[src/rtl/ex_issue_buffer.sv]
// Two-entry registered skid buffer between decode and the execute-stage ALU.
// Main slot M drives the ALU; skid slot S absorbs one cycle of backpressure.
module ex_issue_buffer #(
    parameter int N  = 64,
    parameter int RW = 5
) (
    input  logic          clk,
    input  logic          reset_n,
    input  logic          in_valid,
    output logic          in_ready,
    input  logic [N-1:0]  in_a,
    input  logic [N-1:0]  in_b,
    input  logic [3:0]    in_alucontrol,
    input  logic [RW-1:0] in_rd,
    input  logic          in_regwrite,
    input  logic          flush,
    output logic          out_valid,
    input  logic          out_ready,
    output logic [N-1:0]  out_a,
    output logic [N-1:0]  out_b,
    output logic [3:0]    out_alucontrol,
    output logic [RW-1:0] out_rd,
    output logic          out_regwrite,
    output logic [1:0]    occupancy
);

    // state | meaning
    // EMPTY | M and S empty
    // ONE   | M holds the oldest op, S empty
    // TWO   | M holds the oldest op, S holds the next one
    typedef enum logic [1:0] {
        EMPTY = 2'd0,
        ONE   = 2'd1,
        TWO   = 2'd2
    } state_t;

    typedef struct packed {
        logic [N-1:0]  a;
        logic [N-1:0]  b;
        logic [3:0]    alucontrol;
        logic [RW-1:0] rd;
        logic          regwrite;
    } slot_t;

    state_t state_q, state_d;
    slot_t  m_q, m_d;
    slot_t  s_q, s_d;
    slot_t  in_slot;
    logic   push;
    logic   pop;

    // Handshake outputs depend on state only, so ready never combinationally follows out_ready.
    assign in_ready  = (state_q != TWO);
    assign out_valid = (state_q != EMPTY);
    assign push      = in_valid & in_ready;
    assign pop       = out_valid & out_ready;

    assign in_slot = '{a: in_a, b: in_b, alucontrol: in_alucontrol,
                       rd: in_rd, regwrite: in_regwrite};

    always_comb begin
        state_d = state_q;
        m_d     = m_q;
        s_d     = s_q;
        case (state_q)
            EMPTY: begin
                if (push) begin
                    m_d     = in_slot;
                    state_d = ONE;
                end
            end
            ONE: begin
                if (push && pop) begin
                    m_d = in_slot;
                end else if (push) begin
                    s_d     = in_slot;
                    state_d = TWO;
                end else if (pop) begin
                    state_d = EMPTY;
                end
            end
            TWO: begin
                if (pop) begin
                    m_d     = s_q;
                    state_d = ONE;
                end
            end
            default: state_d = EMPTY;
        endcase
        // Slot contents are left as-is; emptying the state is enough to drop them.
        if (flush) begin
            state_d = EMPTY;
        end
    end

    always_ff @(posedge clk) begin
        if (!reset_n) begin
            state_q <= EMPTY;
            m_q     <= '0;
            s_q     <= '0;
        end else begin
            state_q <= state_d;
            m_q     <= m_d;
            s_q     <= s_d;
        end
    end

    assign out_a          = m_q.a;
    assign out_b          = m_q.b;
    assign out_alucontrol = m_q.alucontrol;
    assign out_rd         = m_q.rd;
    assign out_regwrite   = m_q.regwrite & out_valid;

    always_comb begin
        case (state_q)
            ONE:     occupancy = 2'd1;
            TWO:     occupancy = 2'd2;
            default: occupancy = 2'd0;
        endcase
    end

endmodule

[config.mk]
export PLATFORM = sky130hd
export DESIGN_NAME = ex_issue_buffer
export DESIGN_NICKNAME = d
export VERILOG_FILES = /design/src/rtl/ex_issue_buffer.sv
export SDC_FILE = /design/constraint.sdc
export NUM_CORES = 1
export LEC_CHECK = 0
export ABC_CLOCK_PERIOD_IN_PS = 1450
export CORE_ASPECT_RATIO = 0.75
export CORE_MARGIN = 10
export CORE_UTILIZATION = 46
export DETAILED_ROUTE_END_ITERATION = 8
export GPL_TIMING_DRIVEN = 0
export HOLD_SLACK_MARGIN = 0.02
export PLACE_DENSITY = 0.74
export SLEW_MARGIN = 20
export SYNTH_ARGS = -nofsm -noshare
export SYNTH_HDL_FRONTEND = slang
export SYNTH_SLANG_ARGS = --single-unit
[constraint.sdc]
create_clock -name clk -period 1.45 [get_ports clk]
set_input_delay 0.29 -clock clk [delete_from_list [all_inputs] [get_ports clk]]
set_output_delay 0.29 -clock clk [all_outputs]
set_load 0.02 [all_outputs]
# Yosys cells after proc, flatten, opt, wreduce, memory -nomap -nowiden
# Index checks and enable logic that the tools add are counted.
word_totals:
  inputBits: 143
  output_inout_bits: 142
  regBits: 278
  wordCells: 43
classes:
  bitwise: 5
  reduce_logical: 8
  eq_ne: 8
  mux: 11
op_table:
  columns: ["operator", "n"]
  rows:
  - ["two-way mux 138 bit", 3]
  - ["one-hot mux 138 bit (3 select lines)", 1]
  - ["two-way mux 2 bit", 5]
  - ["!= test 2 bit (second input constant)", 5]
  - ["AND reduction 4 bit", 2]
  - ["one-hot mux 2 bit (3 select lines)", 1]
  - ["one-hot mux 2 bit (2 select lines)", 1]
  - ["AND 1 bit", 3]
  - ["!= test 3 bit (second input constant)", 1]
  - ["AND reduction 3 bit", 1]
  - ["nonzero test 3 bit", 1]
  - ["equality test 2 x 1 -> 1 bit (second input constant)", 1]
  - ["equality test 2 bit (second input constant)", 1]
  - ["logical NOT 2 bit", 1]
  - ["inverter 1 bit", 2]
  - ["nonzero test 2 bit", 1]
  - ["OR reduction 2 bit", 1]
  - ["logical AND 1 bit", 1]

# Depth between registers and ports, before layout
# Gate-level depths: netlist of run 1.
depth:
  word_depth: 6
  depth_mapped: 7
  ltp_nobuf: 4

# Worst setup path before layout of run 1
# No wires, ideal clock.
synth_timing:
  kind: "reg-to-reg"
  start: "reg state_q[0]"
  end: "reg m_q, in the netlist out_a[21]"
  path_stages_with_launch: 7
  setup_ps: 91
  arrival_ps: 1384
  path_slack_ps: -25
  required_time_ps: 1359
  synth_period_minus_slack_ps: 1475
  path_buffers: 2
  cell_sequence: "dfxtp_1 -> nand2b_1 -> buf_2 -> inv_2 -> clkbuf_1 -> nand2_1 -> a311oi_1"
synth_via:
  elab_chain_cells: 5
  word_cells_on_any_way: 14
  cone_classes: "eq/ne: 6; mux: 1; bitwise: 2; reduce/logical: 5"
synth_lines:
  columns: ["item", "line", "source"]
  rows:
  - ["start, declared", "45", "state_t state_q, state_d;"]
  - ["start signal, assigned", "102", "state_q <= state_d;"]
  - ["!= test 2 bit / nonzero test 2 bit (equally long branches)", "53, 54", null]
  - ["AND 1 bit, on equally long branches", "55, 56", null]
  - ["logical AND 1 bit", "73", "if (push && pop) begin"]
  - ["!= test 2 bit (no line)", null, null]
  - ["AND reduction 4 bit (no line)", null, null]
  - ["end signal, assigned", "103", "m_q <= m_d;"]
  - ["end, declared", "46", "slot_t m_q, m_d;"]
# Several ways; a longest one is shown, not always the timed one.
# A chain may end at the register's enable or synchronous reset.

# Worst setup path after layout of run 1
layout_timing:
  start: "reg state_q[0]"
  end: "reg s_q[23] in the netlist's numbering"
layout_via:
  elab_chain_cells: 5
  word_cells_on_any_way: 8
  cone_classes: "eq/ne: 2; bitwise: 3; reduce/logical: 3"
layout_lines:
  columns: ["item", "line", "source"]
  rows:
  - ["!= test 2 bit / nonzero test 2 bit (equally long branches)", "53, 54", null]
  - ["AND 1 bit, on equally long branches", "55, 56", null]
  - ["logical AND 1 bit", "73", null]
  - ["inverter 1 bit (no line)", null, null]
  - ["AND reduction 3 bit (no line) (*)", null, null]
  - ["end signal, assigned", "100", "s_q <= '0;"]
  - ["end signal, assigned", "104", "s_q <= s_d;"]
  - ["end, declared", "47", "slot_t s_q, s_d;"]
# Mark *: on every way between the ends. The rest lies on a longest branch, timed or not.

==> flow_summary.ini, run 1 <==
[run_status]
status = complete, but fails checks
violations = setup timing

[clock_tree]
clock_latency_ns = 0.54
cts_tree = built
path_clk_slew_ns = 0.06
cts.sinks = 278
ctsHoldBuffers = 0
cts-htree-levels = 1
clk_path_buf_depth = 3
numCtsBuffers = 28
cts_root_buf = clkbuf_16

[route]
drtIter0Drc = 1076
drt.antenna.violating_nets = 0
wire_per_inst_um = 22.0
drcViolationCount = 0
drt_pass1_iterations = 5
drt-vias-per-instance = 5.83
drt_wl_total_mm = 50.4
route.vias.total = 13400

[die]
rows = 51
coreArea_um2 = 26200
die_area_um2 = 34000
initial_utilization = 0.473
die_w_um = 210
ioPinCount = 285
dieHeight_um = 162

[timing]
max_slew_margin = 0.443
finalSetupViolations = 306
fmax_ghz = 0.562
hold_violations = 0
drv_slew = 0
rsz0062_at_grt = yes
fin_crit_sh = 1.23
timing.setup.tns_ns = -48.60
fin_ws_ns = -0.329
finalClockSkew_ns = 0.00617
tightest_slew_ns = 0.836
finalCriticalPeriod_ns = 1.78

[power]
intPower_mw = 14.3
p_per_area_nw_per_um2 = 1000
power_frac_seq = 0.425
clock_power_share = 0.375
power_frac_comb = 0.200
power_mw = 19.5
vdd_drop_max_v = 0.000843
switching_share = 0.269
p_switching_mw = 5.25
cellLeakagePower_nw = 7.52

[worst_hold_path]
hold_path_end = s_q[55]
min_path_type = in -> reg
hold_start = in_b[45]
holdPathStages = 3

[place]
port_buffers = 284
routabilityCongestion = 0.888
postPlaceCellArea_um2 = 15700
placed_cells = 2183
pre_cts_ws_ns = -1.15
hpwl_mm = 30.0

[setup_path]
crit_family = buffers and inverters
reg2reg_slack_ns = -0.33
path_buf_inv = 6
timing.rr.start = state_q[0]
reg2reg_depth = 9
end_kind = flip-flop
crit_chain = buf_4 > buf_6 > and4bb_4 > buf_12 > clkbuf_16 > buf_12 > buf_16 > nand2_1 > a21oi_1
worst-setup-path-type = reg -> reg
cp_slowest_cell = dfxtp_4
r2r_end = s_q[23]
cp_max_fo = 5
worstPathRequired_ns = 1.90
start_kind = flip-flop
path_common_cell = buf_12
crit_arrival_ns = 2.23
cpPeakStageDelay_ns = 0.38

[logic_synthesis]
async_flop_share = 0
synth_common_cells = nand2_1 (553), dfxtp_1 (278), buf_4 (141), a21oi_1 (139)
synth_seq_cells = 278
yosysUniqueCellTypes = 23
syn_area_um2 = 12400
yosysMostFrequentCell = nand2_1
syn_inst = 1555
ys_warn_count = 0
synth_area_leaders = dfxtp_1 (45%), nand2_1 (17%), a311oi_1 (9.7%)
synth_top_cell_area_share = 0.449
yosysTopAreaCell = dfxtp_1
synth_top_flop_cell = dfxtp_1
synth-edff-count = 0
yosysSeqAreaShare = 0.449
syn_avg_cell_area_um2 = 7.97
synth_fp_nets = 1698

[grt]
grt_pass1_wl_mm = 68.8
overflow = 0
grt_pass1_vias = 12300
antenna_found_initial = 7
grt_max_degree = 14
groute.usage.overall = 0.245

[flow_run]
maxCapViolCount = 0

[cells_and_area]
fillers = 1820
drive_gt1_frac = 0.411
design_area_um2 = 19500
area_growth_pct = 57.5
nets = 2069
final_cells = 2294
-- power groups by stage --
| stage | sequential [mW] | combinational [mW] | clock, mW |
|---|---|---|---|
| finish | 8.30 | 3.90 | 7.32 |
| global route | 8.33 | 4.09 | 7.61 |
| CTS | 8.25 | 3.27 | 7.30 |
| detailed placement | 8.40 | 3.14 | 0 |
| global placement | 8.39 | 3.11 | 0 |
| floorplan | 8.33 | 1.75 | 0 |
-- worst max path at each step --
stage | start | to | slack, ns | cells after the start
floorplan | state_q[0] | m_q[0] | -0.008 | 7
global placement | out_ready | s_q[117] | -1.08 | 6
detailed placement | out_ready | s_q[111] | -1.15 | 6
CTS | state_q[0] | occupancy[1] | -0.31 | 5
global route | state_q[0] | s_q[23] | -0.38 | 9
finish | state_q[0] | s_q[23] | -0.33 | 9
-- final cells by class --
class / count / area (µm²) / area share
inverter: 2 / 12.5 / 0.000641
clock inverter: 3 / 40.0 / 0.00205
sequential: 278 / 5600 / 0.287
multi-input combinational: 985 / 6660 / 0.341
tap: 344 / 430 / 0.0220
clock buffer: 44 / 872 / 0.0447
buffer: 283 / 2380 / 0.122
antenna: 7 / 17.5 / 0.000897
timing repair buffer: 348 / 3510 / 0.180
-- worst min-delay path, cell delays in order --
cell and delay (ns):
clkdlybuf4s50_1 0.42, nand2_1 0.06, a21oi_1 0.05
-- kinds of logic after synthesis --
kind of cell           share of synthesized area
buffers and inverters                      0.136
DFF                                        0.449
and+or+nand+nor                            0.175
AOI/OAI and AO/OA                          0.240
-- metrics by stage --
step,hold slack [ns],util
after global placement,0.442,0.598
after floorplan,0.426,-
after CTS,0.315,0.671
final,0.325,0.744
after global routing,0.335,0.744
after detailed placement,0.447,0.598
-- flip-flops by register name, indices dropped and copies added, names as in the netlist --
register and count:
out_b 64, out_a 64, state_q 2, m_q 1, s_q 138, out_rd 5, out_alucontrol 4
-- routing by layer --
metal	routed length (µm)	GRT usage	up-vias
li1	-	-	6065
met1	20700	0.323	6515
met2	24200	0.392	678
met3	3950	0.0479	111
met4	1540	0.0861	2
met5	13	0	-
-- layout by cell type, fill, tap and decap left out, types with 2 or more instances in the layout --
cell type,count
dfxtp_2,19
buf_16,5
clkbuf_2,22
a21oi_2,47
clkbuf_1,35
dfxtp_1,257
nand2_1,550
a21oi_1,92
buf_12,25
bufbuf_16,5
a211oi_2,79
a311oi_2,130
buf_2,104
clkbuf_8,12
clkinv_2,2
a311oi_1,8
buf_6,24
a211oi_1,52
buf_8,21
nand2_2,3
a211oi_4,7
dfxtp_4,2
clkdlybuf4s50_1,142
clkbuf_4,15
buf_4,212
clkbuf_16,53
diode_2,7
-- what timing repair did --
item	4_1_cts	5_1_grt
resized for setup	942	328
endpoints found under the setup margin	420	379
pin swaps	10	18
setup buffers	18	15
cloned	14	18
(Power assumes the default switching activity.)
==> run 2, diff against run 1 <==
CORE_ASPECT_RATIO = default   (was 0.75)
SLEW_MARGIN = default   (was 20)
==> run 2 against run 1 <==
  * The flow still finishes with violations (setup timing)
  * Fmax is 4.0% higher
  * Design area fell by 4.9%
  * Count of clock-buffer cells in the layout is 2 higher
  * Die area decreased by 0.20%
  * Worst hold slack worse by 0.071 ns
  * Sequential power about the same
==> flow_summary.ini, run 2 (synthesis gave the netlist of run 1 again) <==
[run_status]
status = complete, but fails checks
violations = setup timing

[die]
ioPinCount = 285
initial_utilization = 0.464
die_w_um = 184
coreArea_um2 = 26700
die_area_um2 = 33900
dieHeight_um = 184
rows = 60

[timing]
tightest_slew_ns = 0.810
finalSetupViolations = 266
fin_crit_sh = 1.18
finalClockSkew_ns = 0.00768
rsz0062_at_grt = yes
finalCriticalPeriod_ns = 1.71
fmax_ghz = 0.585
timing.setup.tns_ns = -30.03
max_slew_margin = 0.460
drv_slew = 0
hold_violations = 0
whs_ns = 0.254
fin_ws_ns = -0.260

[clock_tree]
cts.sinks = 278
ctsHoldBuffers = 0
clk_path_buf_depth = 3
cts-htree-levels = 1
path_clk_slew_ns = 0.06
numCtsBuffers = 29
clock_latency_ns = 0.55
cts_tree = built
cts_root_buf = clkbuf_16

[cells_and_area]
final_cells = 2264
fillers = 2047
nets = 2041
post-route-util = 0.695
mostFrequentLayoutCells = nand2_1 (553), buf_4 (252), dfxtp_1 (223)
drive_gt1_frac = 0.367
largest_reg_flops = 138
final_common_cell = nand2_1
multi_input_area_um2 = 6160
ff_latch_area_um2 = 5640
regMostFlops = s_q
area_growth_pct = 49.8

[place]
port_buffers = 284
hpwl_mm = 28.7
routabilityCongestion = 0.902
placed_cells = 2180

[grt]
grt_max_degree = 15
antenna_found_initial = 7
groute.usage.overall = 0.243
overflow = 0
grt_pass1_vias = 12500
grt_pass1_wl_mm = 67.1

[route]
drt_pass1_iterations = 5
drcViolationCount = 0
route.vias.total = 12600
drt_wl_total_mm = 44.3
wire_per_inst_um = 19.6
drt.antenna.violating_nets = 0
drt-vias-per-instance = 5.57
drtIter0Drc = 942

[setup_path]
crit_family = simple AND/OR/NAND/NOR gates
cpPeakStageDelay_ns = 0.36
path_buf_inv = 1
crit_chain = or2_4 > and2_4 > buf_6
end_kind = primary output
cp_slowest_cell = dfxtp_4
crit_arrival_ns = 1.42
start_kind = flip-flop
worstPathRequired_ns = 1.16
worst-setup-path-type = reg -> out
cp_max_fo = 6

[worst_hold_path]
min_path_type = in -> reg

[power]
power_mw = 19.8
p_per_area_nw_per_um2 = 1070
cellLeakagePower_nw = 7.19
vdd_drop_max_v = 0.000702

[flow_run]
maxCapViolCount = 0
run 2: cell types whose count changed in the layout (fill, tap and decap cells not counted), moves of 16 or more:
| cell | previous run | this run |
|---|---|---|
| buf_2 | 104 | 46 |
| a211oi_1 | 52 | 103 |
| a211oi_2 | 79 | 32 |
| a21oi_1 | 92 | 139 |
| a21oi_2 | 47 | 0 |
| buf_4 | 212 | 252 |
| dfxtp_1 | 257 | 223 |
| dfxtp_2 | 19 | 53 |
| buf_6 | 24 | 50 |
| clkbuf_16 | 53 | 37 |
run 2: area by class of cell:
| type | count | area share |
|---|---|---|
| Antenna cell | 5 | 0.000674 |
| Buffer | 288 | 0.126 |
| Clock buffer | 46 | 0.0490 |
| Clock inverter | 5 | 0.00573 |
| Inverter | 2 | 0.000674 |
| Multi-Input combinational cell | 985 | 0.332 |
| Sequential cell | 278 | 0.304 |
| Tap cell | 341 | 0.0230 |
| Timing Repair Buffer | 314 | 0.159 |
run 2: routing by layer:
| layer | routed length [µm] | GRT usage |
|---|---|---|
| met5 | 23 | 0 |
| met3 | 3490 | 0.0602 |
| met2 | 21600 | 0.407 |
| met4 | 1310 | 0.0892 |
| met1 | 17900 | 0.295 |
run 2: through the flow:
stage / worst slack, ns / instance area (µm²)
CTS: -0.330 / 17500
global placement: -1.21 / 15700
global route: -0.291 / 18600
floorplan: -0.00773 / 12400
detailed placement: -1.22 / 15700
finish: -0.260 / 18600
run 2: worst register-to-register path, delay by kind of cell, from the launching register on:
kind,cells,cell delay (ns)
AOI/OAI and AO/OA,2,0.49
buffers and inverters,3,0.46
DFF,1,0.37
and+or+nand+nor,1,0.26
run 2: power breakdown:
group          switching, mW  internal (mW)
Sequential             0.257           8.04
Clock                   3.07           4.79
Combinational           1.78           1.90
run 2: path summary, 6_finish.rpt:
path	slack (ns)	cells after the start	start	endpoint
min reg2reg	0.45	2	s_q[59]	s_q[59]
max reg2reg	-0.24	6	state_q[1]	out_b[42]
max	-0.26	3	state_q[0]	out_regwrite
min	0.25	4	in_valid	state_q[0]
run 2: timing repair:
item / in CTS / in global routing
gates resized for setup: 971 / 222
buffers inserted: 16 / 5
cloned: 5 / 5
setup endpoints to repair: 420 / 378
pin swaps: 6 / 16
